[config.mk]
export PLATFORM = sky130hd
export DESIGN_NAME = iter_muldiv_unit
export DESIGN_NICKNAME = d
export VERILOG_FILES = /design/src/rtl/iter_muldiv_unit.sv
export SDC_FILE = /design/constraint.sdc
export NUM_CORES = 1
export LEC_CHECK = 0
export BUFFER_PORTS_ARGS = -buffer_cell sky130_fd_sc_hd__buf_2
export CAP_MARGIN = 30
export CELL_PAD_IN_SITES_DETAIL_PLACEMENT = 0
export CELL_PAD_IN_SITES_GLOBAL_PLACEMENT = 1
export CORE_MARGIN = 2
export CORE_UTILIZATION = 41
export CTS_BUF_LIST = sky130_fd_sc_hd__clkbuf_4
export CTS_CLUSTER_SIZE = 14
export DETAILED_ROUTE_END_ITERATION = 12
export GPL_TIMING_DRIVEN = 0
export PLACE_DENSITY_LB_ADDON = 0.1
export SYNTH_ARGS = -nofsm -noshare
export SYNTH_HDL_FRONTEND = slang
export SYNTH_SLANG_ARGS = --single-unit
[constraint.sdc]
create_clock -name Clk -period 7.5 [get_ports Clk]
set_input_delay 0.375 -clock Clk [delete_from_list [all_inputs] [get_ports Clk]]
set_output_delay 0.375 -clock Clk [all_outputs]
set_load 0.02 [all_outputs]
[src/rtl/iter_muldiv_unit.sv]
`default_nettype none
// ============================================================================
// Module   : iter_muldiv_unit
// Purpose  : Iterative multiply / divide execute unit beside the ALU.
//            MUL   : shift-add, LSB first, low WIDTH bits of product kept.
//            UDIV  : restoring division, MSB first, quotient returned.
//            SDIV  : magnitudes divided, quotient negated when signs differ.
//            Divide by zero returns 0 with unchanged latency.
//            Each operation takes WIDTH iterations plus one DONE cycle.
// Ports    : Clk, Reset_n (async, active-low)
//            Start, Op[1:0], A, B, RWIn[4:0]   - request and operands
//            Busy, Done, Result, RWOut[4:0], RegWrOut - status / write-back
// Revision : 1.0  initial release
// ============================================================================
module iter_muldiv_unit #(
  parameter int WIDTH = 64
) (
  input  logic             Clk,
  input  logic             Reset_n,
  input  logic             Start,
  input  logic [1:0]       Op,
  input  logic [WIDTH-1:0] A,
  input  logic [WIDTH-1:0] B,
  input  logic [4:0]       RWIn,
  output logic             Busy,
  output logic             Done,
  output logic [WIDTH-1:0] Result,
  output logic [4:0]       RWOut,
  output logic             RegWrOut
);

  localparam int CNT_W = $clog2(WIDTH);
  localparam logic [CNT_W-1:0] c_lastCount = CNT_W'(WIDTH - 1);
  localparam logic [1:0] c_opUdiv = 2'b01;
  localparam logic [1:0] c_opSdiv = 2'b10;

  typedef enum logic [1:0] {
    IDLE = 2'd0,
    RUN  = 2'd1,
    DONE = 2'd2
  } state_t;

  state_t r_state;
  state_t w_nextState;

  logic [CNT_W-1:0] r_count;
  logic             r_isDiv;
  logic             r_negate;
  logic             r_divZero;
  logic [4:0]       r_rwPend;
  // MUL: r_opA = shifted multiplicand, r_opB = shifted multiplier, r_acc = product.
  // DIV: r_opA = dividend shifting out / quotient shifting in,
  //      r_opB = divisor, r_acc = partial remainder.
  logic [WIDTH-1:0] r_opA;
  logic [WIDTH-1:0] r_opB;
  logic [WIDTH-1:0] r_acc;

  logic             w_accept;
  logic             w_lastIter;
  logic             w_isSignedReq;
  logic             w_isDivReq;
  logic [WIDTH:0]   w_shifted;
  logic [WIDTH:0]   w_diff;
  logic             w_geq;
  logic [WIDTH-1:0] w_nextOpA;
  logic [WIDTH-1:0] w_nextOpB;
  logic [WIDTH-1:0] w_nextAcc;
  logic [WIDTH-1:0] w_final;

  // Start is ignored only while an operation is iterating.
  assign w_accept      = Start && (r_state != RUN);
  assign w_lastIter    = (r_state == RUN) && (r_count == c_lastCount);
  assign w_isSignedReq = (Op == c_opSdiv);
  assign w_isDivReq    = (Op == c_opUdiv) || (Op == c_opSdiv);

  // Restoring step. The remainder is always below the divisor, so the shifted
  // value is at most 2*divisor-1; the borrow bit of the (WIDTH+1)-bit
  // difference is therefore an exact "shifted < divisor" indicator.
  assign w_shifted = {r_acc, r_opA[WIDTH-1]};
  assign w_diff    = w_shifted - {1'b0, r_opB};
  assign w_geq     = ~w_diff[WIDTH];

  always_comb begin
    w_nextOpA = r_opA;
    w_nextOpB = r_opB;
    w_nextAcc = r_acc;
    w_final   = '0;
    if (r_isDiv) begin
      w_nextOpA = {r_opA[WIDTH-2:0], w_geq};
      w_nextAcc = w_geq ? w_diff[WIDTH-1:0] : w_shifted[WIDTH-1:0];
      if (!r_divZero) begin
        w_final = r_negate ? (-w_nextOpA) : w_nextOpA;
      end
    end else begin
      w_nextAcc = r_acc + (r_opB[0] ? r_opA : '0);
      w_nextOpA = r_opA << 1;
      w_nextOpB = r_opB >> 1;
      w_final   = w_nextAcc;
    end
  end

  // State register.
  always_ff @(posedge Clk or negedge Reset_n) begin
    if (!Reset_n) begin
      r_state <= IDLE;
    end else begin
      r_state <= w_nextState;
    end
  end

  // Next-state and status outputs.
  always_comb begin
    w_nextState = r_state;
    Busy        = 1'b0;
    Done        = 1'b0;
    case (r_state)
      IDLE: begin
        if (Start) w_nextState = RUN;
      end
      RUN: begin
        Busy = 1'b1;
        if (w_lastIter) w_nextState = DONE;
      end
      DONE: begin
        Done        = 1'b1;
        w_nextState = Start ? RUN : IDLE;
      end
      default: w_nextState = IDLE;
    endcase
  end

  assign RegWrOut = Done;

  // Datapath. Result and RWOut only change on completion, so they stay stable
  // through the DONE cycle even when a back-to-back Start is accepted there.
  always_ff @(posedge Clk or negedge Reset_n) begin
    if (!Reset_n) begin
      r_count   <= '0;
      r_isDiv   <= 1'b0;
      r_negate  <= 1'b0;
      r_divZero <= 1'b0;
      r_rwPend  <= '0;
      r_opA     <= '0;
      r_opB     <= '0;
      r_acc     <= '0;
      Result    <= '0;
      RWOut     <= '0;
    end else if (w_accept) begin
      r_count   <= '0;
      r_isDiv   <= w_isDivReq;
      // Magnitudes are taken here so the loop itself is always unsigned.
      // |MIN| stays 0x8000.. as an unsigned value, which yields MIN/-1 = MIN.
      r_negate  <= w_isSignedReq && (A[WIDTH-1] ^ B[WIDTH-1]);
      r_divZero <= (B == '0);
      r_rwPend  <= RWIn;
      r_opA     <= (w_isSignedReq && A[WIDTH-1]) ? (-A) : A;
      r_opB     <= (w_isSignedReq && B[WIDTH-1]) ? (-B) : B;
      r_acc     <= '0;
    end else if (r_state == RUN) begin
      r_count <= r_count + 1'b1;
      r_opA   <= w_nextOpA;
      r_opB   <= w_nextOpB;
      r_acc   <= w_nextAcc;
      if (w_lastIter) begin
        Result <= w_final;
        RWOut  <= r_rwPend;
      end
    end
  end

endmodule
`default_nettype wire

==> metrics.md, run 1 <==
| Metric | Value |
|---|---|
| Class of the worst hold path | `primary input to register` |
| Time the final worst path needs with I/O delays and setup | `6640 ps` |
| Storage cell area | `6930 um^2` |
| Num Clock Sinks | `277` |
| Total standard cell area after synthesis | `24900 um^2` |
| Endpoint type of the worst setup path | `register` |
| Largest area contributor in the synthesized netlist | `dfrtp_1` |
| DIE WIDTH | `250 um` |
| CTS Root Buffer Type | `clkbuf_4` |
| Layout Nets | `4021` |
| Biggest area contributors in the synthesized netlist | `dfrtp_1 28%, o21ai_0 8.5%, a21oi_1 7.0%, ha_1 6.7%, xnor2_1 6.5%` |
| Pwr/cell area | `467 nW/um^2` |
| Maximum number of pins on one net before global-route repair | `109` |
| Number of enable-type register cells in the synthesized netlist | `0` |
| Detailed router's first-iteration violation count | `2764` |
| Final setup margin | `863 ps` |
| Sequential area share after synthesis | `27.9%` |
| Commonest cells in the netlist | `431 x nand2_1, 420 x o21ai_0, 347 x a21oi_1, 277 x dfrtp_1, 250 x nor2_1` |
| P&R area growth vs syn | `18.1%` |
| Residual antenna-violating net count after detailed routing | `0` |
| Cell count after synthesis | `3318` |
| Post-synth ARST share | `100%` |
| Area taken by multi-input logic gates | `16700 um^2` |
| Critical Setup Path Class | `register to register` |
| Top-level I/O count | `210` |
| Site Rows | `90` |
| Hold Path Stages | `5` |
| Final setup violation count | `0` |
| Detail-routed via count per cell | `5.96` |
| Number of maximum-capacitance constraint violations | `0` |
| Number of buffers inserted by port buffering | `209` |
| Setup slack at placement | `202 ps` |
| Number of synthesized register bits | `277` |
| Max Clock Skew | `58.1 ps` |
| Drt first pass iters | `6` |
| Slew HR | `25.2%` |
| Count of non-filler cells in the finished layout | `4597` |
| RSZ-0062 raised after global routing | `false` |
| Setup TNS | `0 ps` |
| Fin area | `29300 um^2` |
| Remaining global-route overflow | `0` |
| Cell depth of the worst flop-to-flop path | `24` |
| Clock slew at reported path FFs | `70 ps` |
| Unique cell type count in the Yosys netlist | `84` |
| Crit path required time | `8210 ps` |
| Worst hold slack | `45.7 ps` |
| Number of hold violations in the final report | `0` |
| DR WL/cell | `23.7 um` |
| Placed cell count | `4315` |
| Via count of the first global-routing pass | `26500` |
| Filler Cells Inserted | `6166` |
| Effective utilization at floorplan | `41.3%` |
| Routed wire length | `109000 um` |
| Fraction of power consumed by combinational cells | `68.9%` |
| TritonCTS clock tree | `built` |
| Share of the core filled with cells in the final layout | `48.8%` |
| Fraction of layout cells with a size suffix above 1 | `10.3%` |
| Max-slew violation total from the final report | `0` |
| Mapped Avg Cell Area | `7.49 um^2` |
| Number of antenna violations at the first check in global routing | `2` |
| Net switching power | `7.61 mW` |
| Total routing resource utilization after global routing | `34.1%` |
| Core region area | `60100 um^2` |
| Cell internal pwr | `6.10 mW` |
| DRC viols | `0` |
| Worst EP arrival | `7350 ps` |
| Die Area | `62600 um^2` |
| Leakage | `12.4 nW` |
| Sequential share of power | `20.1%` |
| Cell with the most instances after synthesis | `nand2_1` |
| Fin crit share | `88.5%` |
| Transition at the pin with the smallest max-transition slack | `1120 ps` |
| Routability congestion estimate from global placement | `0.981` |
| Number of levels the H-tree was split into | `3` |
| Global-route wire length before repair | `162000 um` |
| Worst Path Max Fanout | `18` |
| Synthesized netlist net count | `3591` |
| Standard cell area after detailed placement | `27000 um^2` |
| Cts bufs inserted | `85` |
| Routed via count | `27400` |
| Source-to-sink clock delay at the later pin of the worst-skew pair | `850 ps` |
| Pwr Total | `13.7 mW` |
| Placed wire-length estimate | `87000 um` |
| Dominant synthesized flop cell | `dfrtp_1` |
| Startpoint type of the worst setup path | `register` |
| Count of yosys warnings during synthesis | `0` |
| Sw Share | `55.5%` |
| Vertical die dimension | `250 um` |
| Run status | `finished clean` |
| Maximum vdd ir drop | `0.000360 V` |
| Number of buffers on the longest clock path | `3` |
| Post-synth top area share | `27.9%` |
| Upper clock frequency limit | `0.151 GHz` |
| Clock share of power | `11.0%` |
[timing repair]
action | in CTS | in global routing
hold endpoints to repair | 220 | 0
gates resized for setup | 0 | 0
hold buffers | 128 | 0
setup buffers | 0 | 0
endpoints found under the setup margin | 0 | 12
[layer usage]
metal | share of wire, % | global-route usage (%) | vias up
met2 | 46 | 54.7 | 1075
met1 | 43 | 44.7 | 13300
met4 | 4.8 | 15.8 | 0
met3 | 7.0 | 5.94 | 250
met5 | 0 | 0 | -
li1 | - | - | 12800
[path summary, 6_finish.rpt]
path                       slack [ps]                      to               startpoint
max                               860  Result[50]$_DFFE_PN0P_    r_opA[63]$_DFFE_PN0P_
min in group asynchronous         170   r_opB[10]$_DFFE_PN0P_                  Reset_n
max in group asynchronous        5820    RWOut[1]$_DFFE_PN0P_                  Reset_n
min                                50   r_opA[45]$_DFFE_PN0P_                    A[45]
min reg2reg                       470    RWOut[3]$_DFFE_PN0P_  r_rwPend[3]$_DFFE_PN0P_
max reg2reg                       860  Result[50]$_DFFE_PN0P_    r_opA[63]$_DFFE_PN0P_
[layout by cell type, fill, tap and decap left out, drive strengths merged, types with 47 or more instances in the layout]
master / Yosys / routed
nand2: 433 / 433
o21ai: 429 / 429
a21oi: 347 / 347
clkbuf: 187 / 305
dfrtp: 277 / 277
nor2: 251 / 251
buf: 25 / 240
xnor2: 185 / 185
ha: 133 / 133
dlygate4sd3: 0 / 128
inv: 117 / 120
xor2: 109 / 109
and2: 72 / 72
nand3: 70 / 70
a21o: 69 / 69
o31ai: 56 / 56
nand4: 47 / 47
[logic make-up after synthesis]
logic type | count (synthesis) | synth area share, %
compound gates | 1180 | 28.7
simple gates | 1078 | 20.2
buf+inv | 330 | 5.04
xor+xnor | 294 | 10.4
flops | 277 | 27.9
fa+ha+maj | 135 | 6.86
mux | 24 | 0.997
[sequential cells by signal, summed over array words and instances, names as in the netlist]
register,count
r_acc,64
r_opA,64
r_opB,64
Result,64
r_rwPend,5
RWOut,5
r_count,6
r_isDiv,1
r_state,2
r_negate,1
r_divZero,1
[critical path: stages (launching register included)]
cell	delay (ps)
dfrtp_1	560
inv_1	120
ha_1	160
inv_1	50
fa_1	440
a211oi_1	330
o211ai_1	170
nand3_1	110
nand3_1	240
o211ai_1	300
and3b_1	330
nor2_1	190
inv_2	350
clkbuf_1	210
buf_8	220
ha_1	220
nor2b_1	200
nand3b_1	340
nor2_2	250
nand2_1	180
o31ai_1	680
nand2_1	170
xor2_1	200
a211oi_2	340
o21ai_1	110
[final cells by class]
class                   instances  share of cell area [%]
multi-input cells            2711                    56.8
plain buffers                 211                    2.75
inverters                     118                    1.51
flip-flops and latches        277                    23.6
clock inverters                29                   0.486
diodes                          7                  0.0597
clock buffers                 118                    3.02
repair buffers                344                    8.41
well taps                     782                    3.33
[power by group through the flow]
stage | registers, mW | clock network [mW] | logic [mW]
4_1_cts | 2.75 | 1.53 | 9.34
3_5_place_dp | 2.77 | 0 | 9.23
2_1_floorplan | 2.44 | 0 | 6.46
6_report | 2.76 | 1.51 | 9.45
5_1_grt | 2.80 | 1.61 | 10.4
3_3_place_gp | 2.75 | 0 | 9.14
Note: power is estimated with default switching activity, not from simulation.
==> run 2: changes to the inputs <==
PLACE_DENSITY = 0.8   (was default)
PLACE_DENSITY_LB_ADDON = default   (was 0.1)
==> run 2 against run 1 <==
Setup slack got worse by 420 ps. Die area did not move. Sequential power barely moved. Clock-buffer cell count fell by 4. Via count fell by 1.2%. Non-clock buffer count fell by 13. Register-to-register slack got worse by 420 ps. Combinational power fell by 2.8%. Core utilization fell by 0.10 points. Global-route usage fell by 2.6 points. Critical path depth fell by 3.
==> metrics.md, run 2 (synthesis results as in run 1) <==
| Metric | Value |
|---|---|
| Top-level I/O count | `210 (unchanged)` |
| Slew HR | `31.0% (+5.8 points)` |
| Fraction of power consumed by combinational cells | `67.9% (-1.0 points)` |
| Site Rows | `90 (unchanged)` |
| Crit path required time | `8200 ps (about the same)` |
| Total routing resource utilization after global routing | `31.5% (-2.6 points)` |
| CTS-repair resized insts | `0 (unchanged)` |
| Remaining global-route overflow | `0 (unchanged)` |
| Class of the worst hold path | `primary input to register` |
| Vertical die dimension | `250 um (unchanged)` |
| Placed wire-length estimate | `79500 um (-8.7%)` |
| Number of post-CTS setup repair buffers | `0 (unchanged)` |
| Startpoint type of the worst setup path | `register` |
| Maximum number of pins on one net before global-route repair | `113 (+3.7%)` |
| Global-route wire length before repair | `152000 um (-6.0%)` |
| Clock slew at reported path FFs | `60 ps (about the same)` |
| Source-to-sink clock delay at the later pin of the worst-skew pair | `840 ps (about the same)` |
| Routability congestion estimate from global placement | `1.03 (+5.4%)` |
| Max-slew violation total from the final report | `0 (unchanged)` |
| Number of buffers inserted by port buffering | `209 (unchanged)` |
| Filler Cells Inserted | `6258 (+1.5%)` |
| Effective utilization at floorplan | `41.3% (unchanged)` |
| CTS Root Buffer Type | `clkbuf_4` |
| Fin crit share | `94.1% (+5.6 points)` |
| Pwr Total | `13.5 mW (-1.3%)` |
| DR WL/cell | `22.1 um (-6.9%)` |
| Number of hold violations in the final report | `0 (unchanged)` |
| Upper clock frequency limit | `0.142 GHz (-6.0%)` |
| Detailed router's first-iteration violation count | `2525 (-8.6%)` |
| Hold Path Stages | `5 (unchanged)` |
| Number of levels the H-tree was split into | `3 (unchanged)` |
| Worst Path Max Fanout | `19 (+1)` |
| Most common cell after layout, fill and taps aside | `nand2_1` |
| TritonCTS clock tree | `built` |
| DIE WIDTH | `250 um (unchanged)` |
| Layout Nets | `4006 (-0.37%)` |
| Core region area | `60100 um^2 (unchanged)` |
| RSZ-0062 raised after global routing | `false` |
| Detail-routed via count per cell | `5.91 (-0.81%)` |
| Sw Share | `54.6% (-0.93 points)` |
| Leakage | `12.4 nW (-0.28%)` |
| Final setup violation count | `0 (unchanged)` |
| Clock share of power | `11.8% (+0.8 points)` |
| Run status | `finished clean` |
| Number of antenna violations at the first check in global routing | `2 (unchanged)` |
| Maximum vdd ir drop | `0.000200 V (-44%)` |
| Commonest non-fill, non-tap cells in the layout | `431 x nand2_1, 420 x o21ai_0, 347 x a21oi_1` |
| Number of maximum-capacitance constraint violations | `0 (unchanged)` |
| DRC viols | `0 (unchanged)` |
| Pwr/cell area | `462 nW/um^2 (-1.1%)` |
| Cts bufs inserted | `83 (-2.4%)` |
| Transition at the pin with the smallest max-transition slack | `1040 ps (-87.6 ps)` |
| Critical Setup Path Class | `register to register` |
| Num Clock Sinks | `277 (unchanged)` |
| Time the final worst path needs with I/O delays and setup | `7060 ps (+423 ps)` |
| Endpoint type of the worst setup path | `register` |
| Max Clock Skew | `40.1 ps (-18.0 ps)` |
| Sequential share of power | `20.3% (+0.2 points)` |
| Die Area | `62600 um^2 (unchanged)` |
| P&R area growth vs syn | `17.8%` |
| Setup TNS | `0 ps (unchanged)` |
| Routed wire length | `101000 um (-7.3%)` |
| Cell internal pwr | `6.15 mW (+0.78%)` |
| Fraction of layout cells with a size suffix above 1 | `10.3% (+0.014 points)` |
| Drt first pass iters | `6 (unchanged)` |
| Cell depth of the worst flop-to-flop path | `21 (-13%)` |
| Net switching power | `7.39 mW (-3.0%)` |
| Residual antenna-violating net count after detailed routing | `0 (unchanged)` |
| Worst EP arrival | `7760 ps (+410 ps)` |
| Number of buffers on the longest clock path | `3 (unchanged)` |
| Via count of the first global-routing pass | `25800 (-2.5%)` |
| Routed via count | `27100 (-1.2%)` |
-- run 2: cell count changes in the layout (fill, tap and decap cells not counted), moves of 2 or more --
cell	before	now
diode_2	7	4
clkbuf_4	118	114
dlygate4sd3_1	128	114
bufinv_16	1	4
inv_2	5	3
clkinvlp_4	0	2
-- run 2: what timing repair did --
action | 4_1_cts | 5_1_grt
hold endpoints to repair | 220 | 0
setup endpoints to repair | 2 | 0
hold buffers | 114 | 0
-- run 2: final cells by class --
type                    instances  area (um^2)  share of cell area, %
plain buffers                 211          806                   2.75
diodes                          4         10.0                 0.0342
repair buffers                331         2350                   8.03
clock inverters                31          235                  0.803
flip-flops and latches        277         6930                   23.7
clock buffers                 114          856                   2.92
inverters                     118          443                   1.51
well taps                     782          978                   3.34
multi-input cells            2711        16700                   56.9
-- run 2: power groups by stage --
stage                     clock [mW]  combinational [mW]  sequential [mW]
final                           1.59                9.19             2.75
after global routing            1.70                10.1             2.79
after CTS                       1.61                9.05             2.73
after detailed placement           0                8.96             2.75
after global placement             0                8.91             2.75
after floorplan                    0                6.46             2.44
-- run 2: through the flow --
step | cell area, um^2 | util [%] | setup slack, ps | hold WS, ps | cells
detailed placement | 27000 | 44.9 | 31.5 | 460 | 4314
CTS | 29200 | 48.6 | 582 | 2.70 | 4572
floorplan | 24900 | - | 2460 | 79.4 | 3318
finish | 29300 | 48.7 | 439 | 44.4 | 4579
global route | 29300 | 48.7 | 117 | 39.5 | 4576
global placement | 26900 | 44.7 | 61.0 | 446 | 4309
-- run 2: critical path, stage by stage, from the launching register on --
cell       delay, ps
dfrtp_1          460
ha_1             300
clkbuf_1         180
a2111oi_0        470
o221ai_1         200
o311a_1          200
a21o_1           170
a211oi_1         440
and3b_1          360
nor2_1           190
inv_2            510
buf_1            690
ha_1             350
nor2b_1          190
nand3b_1         310
nor2_2           250
nand2_1          160
o31ai_1          710
nand2_1          140
xor2_1           190
a211oi_2         330
o21ai_1          120
-- run 2: worst paths after layout --
kind | from | endpoint | slack, ps
max in group asynchronous | Reset_n | Result[49]$_DFFE_PN0P_ | 5920
hold reg to reg | r_rwPend[0]$_DFFE_PN0P_ | RWOut[0]$_DFFE_PN0P_ | 460
hold / removal | A[19] | r_opA[19]$_DFFE_PN0P_ | 40
min in group asynchronous | Reset_n | r_opB[10]$_DFFE_PN0P_ | 170
setup / recovery | r_acc[42]$_DFFE_PN0P_ | Result[50]$_DFFE_PN0P_ | 440
setup reg to reg | r_acc[42]$_DFFE_PN0P_ | Result[50]$_DFFE_PN0P_ | 440
-- run 2: routing by layer --
metal | track usage (%) | part of all wire [%]
met4 | 16.5 | 5.7
met5 | 0 | 0.013
met3 | 6.21 | 7.0
met1 | 40.8 | 42
met2 | 49.7 | 45
==> run 3: changes to the inputs <==
CORE_ASPECT_RATIO = 1.25   (was default)
PLACE_DENSITY = default   (was 0.8)
PLACE_DENSITY_LB_ADDON = 0.05   (was default)
==> run 3 against run 2 <==
Critical path depth down 1. Die area is essentially flat. Clock skew grew 28 ps. Power is 0.92% higher. Critical endpoint is now Result[48]$_DFFE_PN0P_. Highest routed layer is now met4.
==> metrics.md, run 3 (synthesis results as in run 1) <==
| Metric | Value |
|---|---|
| Number of maximum-capacitance constraint violations | `0 (unchanged)` |
| Pwr/cell area | `469 nW/um^2 (+1.4%)` |
| Setup TNS | `0 ps (unchanged)` |
| Via count of the first global-routing pass | `26800 (+3.7%)` |
| Effective utilization at floorplan | `41.6% (+0.22 points)` |
| Die Area | `62600 um^2 (about the same)` |
| Number of antenna violations at the first check in global routing | `3 (+1)` |
| Fin area | `29100 um^2 (-0.48%)` |
| DR WL/cell | `24.3 um (+9.9%)` |
| Drt first pass iters | `5 (-1)` |
| Max Clock Skew | `67.7 ps (+27.6 ps)` |
| Placed wire-length estimate | `89500 um (+13%)` |
| Cell depth of the worst flop-to-flop path | `20 (-4.8%)` |
| P&R area growth vs syn | `17.2%` |
| Num Clock Sinks | `277 (unchanged)` |
| Site Rows | `100 (+11%)` |
| Leakage | `12.3 nW (-0.43%)` |
| Maximum number of pins on one net before global-route repair | `110 (-2.7%)` |
| Max-slew violation total from the final report | `0 (unchanged)` |
| Detailed router's first-iteration violation count | `2251 (-11%)` |
| Top-level I/O count | `210 (unchanged)` |
| Final setup margin | `936 ps (+496 ps)` |
| TritonCTS clock tree | `built` |
| Slew HR | `28.2% (-2.8 points)` |
| DIE WIDTH | `224 um (-10%)` |
| Routed via count | `27000 (-0.037%)` |
| Pwr Total | `13.7 mW (+0.92%)` |
| Critical path's top delay family | `compound AO/OA/AOI/OAI gates` |
| Transition at the pin with the smallest max-transition slack | `1080 ps (+41.5 ps)` |
| Cell breakdown of the critical path | `ha_1 -> clkbuf_1 -> a2111oi_0 -> o221ai_1 -> o311a_1 -> a21o_1 -> a211oi_1 -> and3b_1 -> nor2_1 -> inv_2 -> ha_1 -> nor2b_1 -> nand3b_1 -> nor2_2 -> nand2_1 -> or4_1 -> o41ai_1 -> xnor2_1 -> a221oi_1 -> nor2_1` |
| Clock slew at reported path FFs | `60 ps (about the same)` |
| Number of post-CTS setup repair buffers | `0 (unchanged)` |
| Number of hold violations in the final report | `0 (unchanged)` |
| Residual antenna-violating net count after detailed routing | `0 (unchanged)` |
| Global-route wire length before repair | `163000 um (+7.4%)` |
| Worst hold slack | `31.1 ps (-13.3 ps)` |
| Critical Setup Path Class | `register to register` |
| Detail-routed via count per cell | `5.95 (+0.73%)` |
| CTS Root Buffer Type | `clkbuf_4` |
| Cts bufs inserted | `79 (-4.8%)` |
| Final setup violation count | `0 (unchanged)` |
| Run status | `finished clean` |
| Fraction of layout cells with a size suffix above 1 | `10.3% (-0.083 points)` |
| Start point of the worst min-delay path | `A[49]` |
| Standard cell area after detailed placement | `27000 um^2 (about the same)` |
| Fin crit share | `87.5% (-6.6 points)` |
| Time the final worst path needs with I/O delays and setup | `6560 ps (-496 ps)` |
| Filler Cells Inserted | `6183 (-1.2%)` |
| Number of levels the H-tree was split into | `3 (unchanged)` |
| Number of buffers inserted by port buffering | `209 (unchanged)` |
| Setup slack at placement | `-323 ps (-355 ps)` |
| Most common cell after layout, fill and taps aside | `nand2_1` |
| RSZ-0062 raised after global routing | `false` |
| Total routing resource utilization after global routing | `34.7% (+3.2 points)` |
| Critical path buffers and inverters | `2 (-1)` |
| DRC viols | `0 (unchanged)` |
| Startpoint type of the worst setup path | `register` |
| Layout Nets | `4003 (-0.075%)` |
| Worst hold endpoint | `r_opA[49]$_DFFE_PN0P_` |
| Remaining global-route overflow | `0 (unchanged)` |
| Core region area | `59800 um^2 (-0.54%)` |
| Endpoint of the most critical register-to-register path | `Result[48]$_DFFE_PN0P_` |
| Critical register-to-register path startpoint | `r_acc[42]$_DFFE_PN0P_` |
| Critical-path cell with the highest stage delay | `a2111oi_0` |
| Commonest non-fill, non-tap cells in the layout | `431 x nand2_1, 420 x o21ai_0, 347 x a21oi_1` |
| Source-to-sink clock delay at the later pin of the worst-skew pair | `870 ps (+30 ps)` |
| Vertical die dimension | `279 um (+12%)` |
| Worst EP arrival | `7290 ps (-470 ps)` |
| Class of the worst hold path | `primary input to register` |
| Reg2Reg Setup Slack | `940 ps (+500 ps)` |
| CTS-repair resized insts | `0 (unchanged)` |
| Maximum vdd ir drop | `0.000194 V (-3.4%)` |
| Upper clock frequency limit | `0.152 GHz (+7.6%)` |
| Hold Path Stages | `5 (unchanged)` |
| Crit path required time | `8220 ps (+20 ps)` |
| Routability congestion estimate from global placement | `0.975 (-5.8%)` |
| Number of buffers on the longest clock path | `3 (unchanged)` |
| Stage delay of the slowest cell on the critical path | `540 ps (-170 ps)` |
| Worst Path Max Fanout | `28 (+9)` |
| Endpoint type of the worst setup path | `register` |
| Routed wire length | `110000 um (+9.0%)` |
[run 3: cell count changes in the layout (fill, tap and decap cells not counted), sizes merged]
cell,change
clkdlybuf4s18,+1
dlygate4sd3,+1
buf,-1
clkinv,-15
clkinvlp,-1
clkbuf,-3
bufinv,-1
inv,+1
[run 3: per-stage QoR]
step                      utilization (%)  std cells
after detailed placement             45.1       4298
after global placement               44.9       4292
after CTS                            48.7       4538
after floorplan                         -       3318
after global routing                 48.7       4542
final                                48.7       4544
[run 3: how the worst max path moves through the flow]
| stage | startpoint | end | slack (ps) | depth (start not counted) |
|---|---|---|---|---|
| 5_1_grt | r_opA[63]$_DFFE_PN0P_ | Result[60]$_DFFE_PN0P_ | 420 | 23 |
| 6_report | r_acc[42]$_DFFE_PN0P_ | Result[48]$_DFFE_PN0P_ | 940 | 20 |
| 4_1_cts | r_acc[42]$_DFFE_PN0P_ | Result[48]$_DFFE_PN0P_ | 330 | 21 |
| 3_5_place_dp | r_acc[42]$_DFFE_PN0P_ | Result[48]$_DFFE_PN0P_ | -320 | 22 |
| 2_1_floorplan | r_acc[42]$_DFFE_PN0P_ | Result[60]$_DFFE_PN0P_ | 2460 | 23 |
| 3_3_place_gp | r_acc[42]$_DFFE_PN0P_ | Result[60]$_DFFE_PN0P_ | -250 | 23 |
[run 3: power breakdown]
| part | internal, mW | switching (mW) | total, mW |
|---|---|---|---|
| Combinational | 3.29 | 6.07 | 9.36 |
| Sequential | 2.02 | 0.794 | 2.81 |
| Clock | 0.775 | 0.713 | 1.49 |
[run 3: worst min-delay path, cell delays in order]
cell and delay, ps:
buf_2 100, xor2_1 80, nor2_1 100, a21oi_1 40, o21ai_0 160
[run 3: layout make-up]
| type | count | area, um^2 | share of cell area (%) |
|---|---|---|---|
| clock inverter | 15 | 143 | 0.489 |
| inverter | 118 | 443 | 1.52 |
| tap | 765 | 957 | 3.28 |
| buffer | 210 | 802 | 2.75 |
| multi-input combinational | 2711 | 16700 | 57.2 |
| clock buffer | 111 | 833 | 2.86 |
| sequential | 277 | 6930 | 23.8 |
| timing repair buffer | 333 | 2350 | 8.07 |
| antenna | 4 | 10.0 | 0.0343 |
[run 3: layer usage]
layer | vias to the layer above | GRT usage [%] | share of wire [%]
met5 | - | 0 | 0
met4 | 0 | 16.5 | 4.9
met3 | 212 | 4.18 | 5.9
met2 | 1077 | 59.0 | 48
met1 | 13000 | 43.8 | 42
li1 | 12800 | - | -
[run 3: repair_timing]
item | in CTS | in global routing
endpoints found under the setup margin | 11 | 5
cloned | 0 | 0
hold endpoints to repair | 195 | 0
hold buffers | 115 | 0
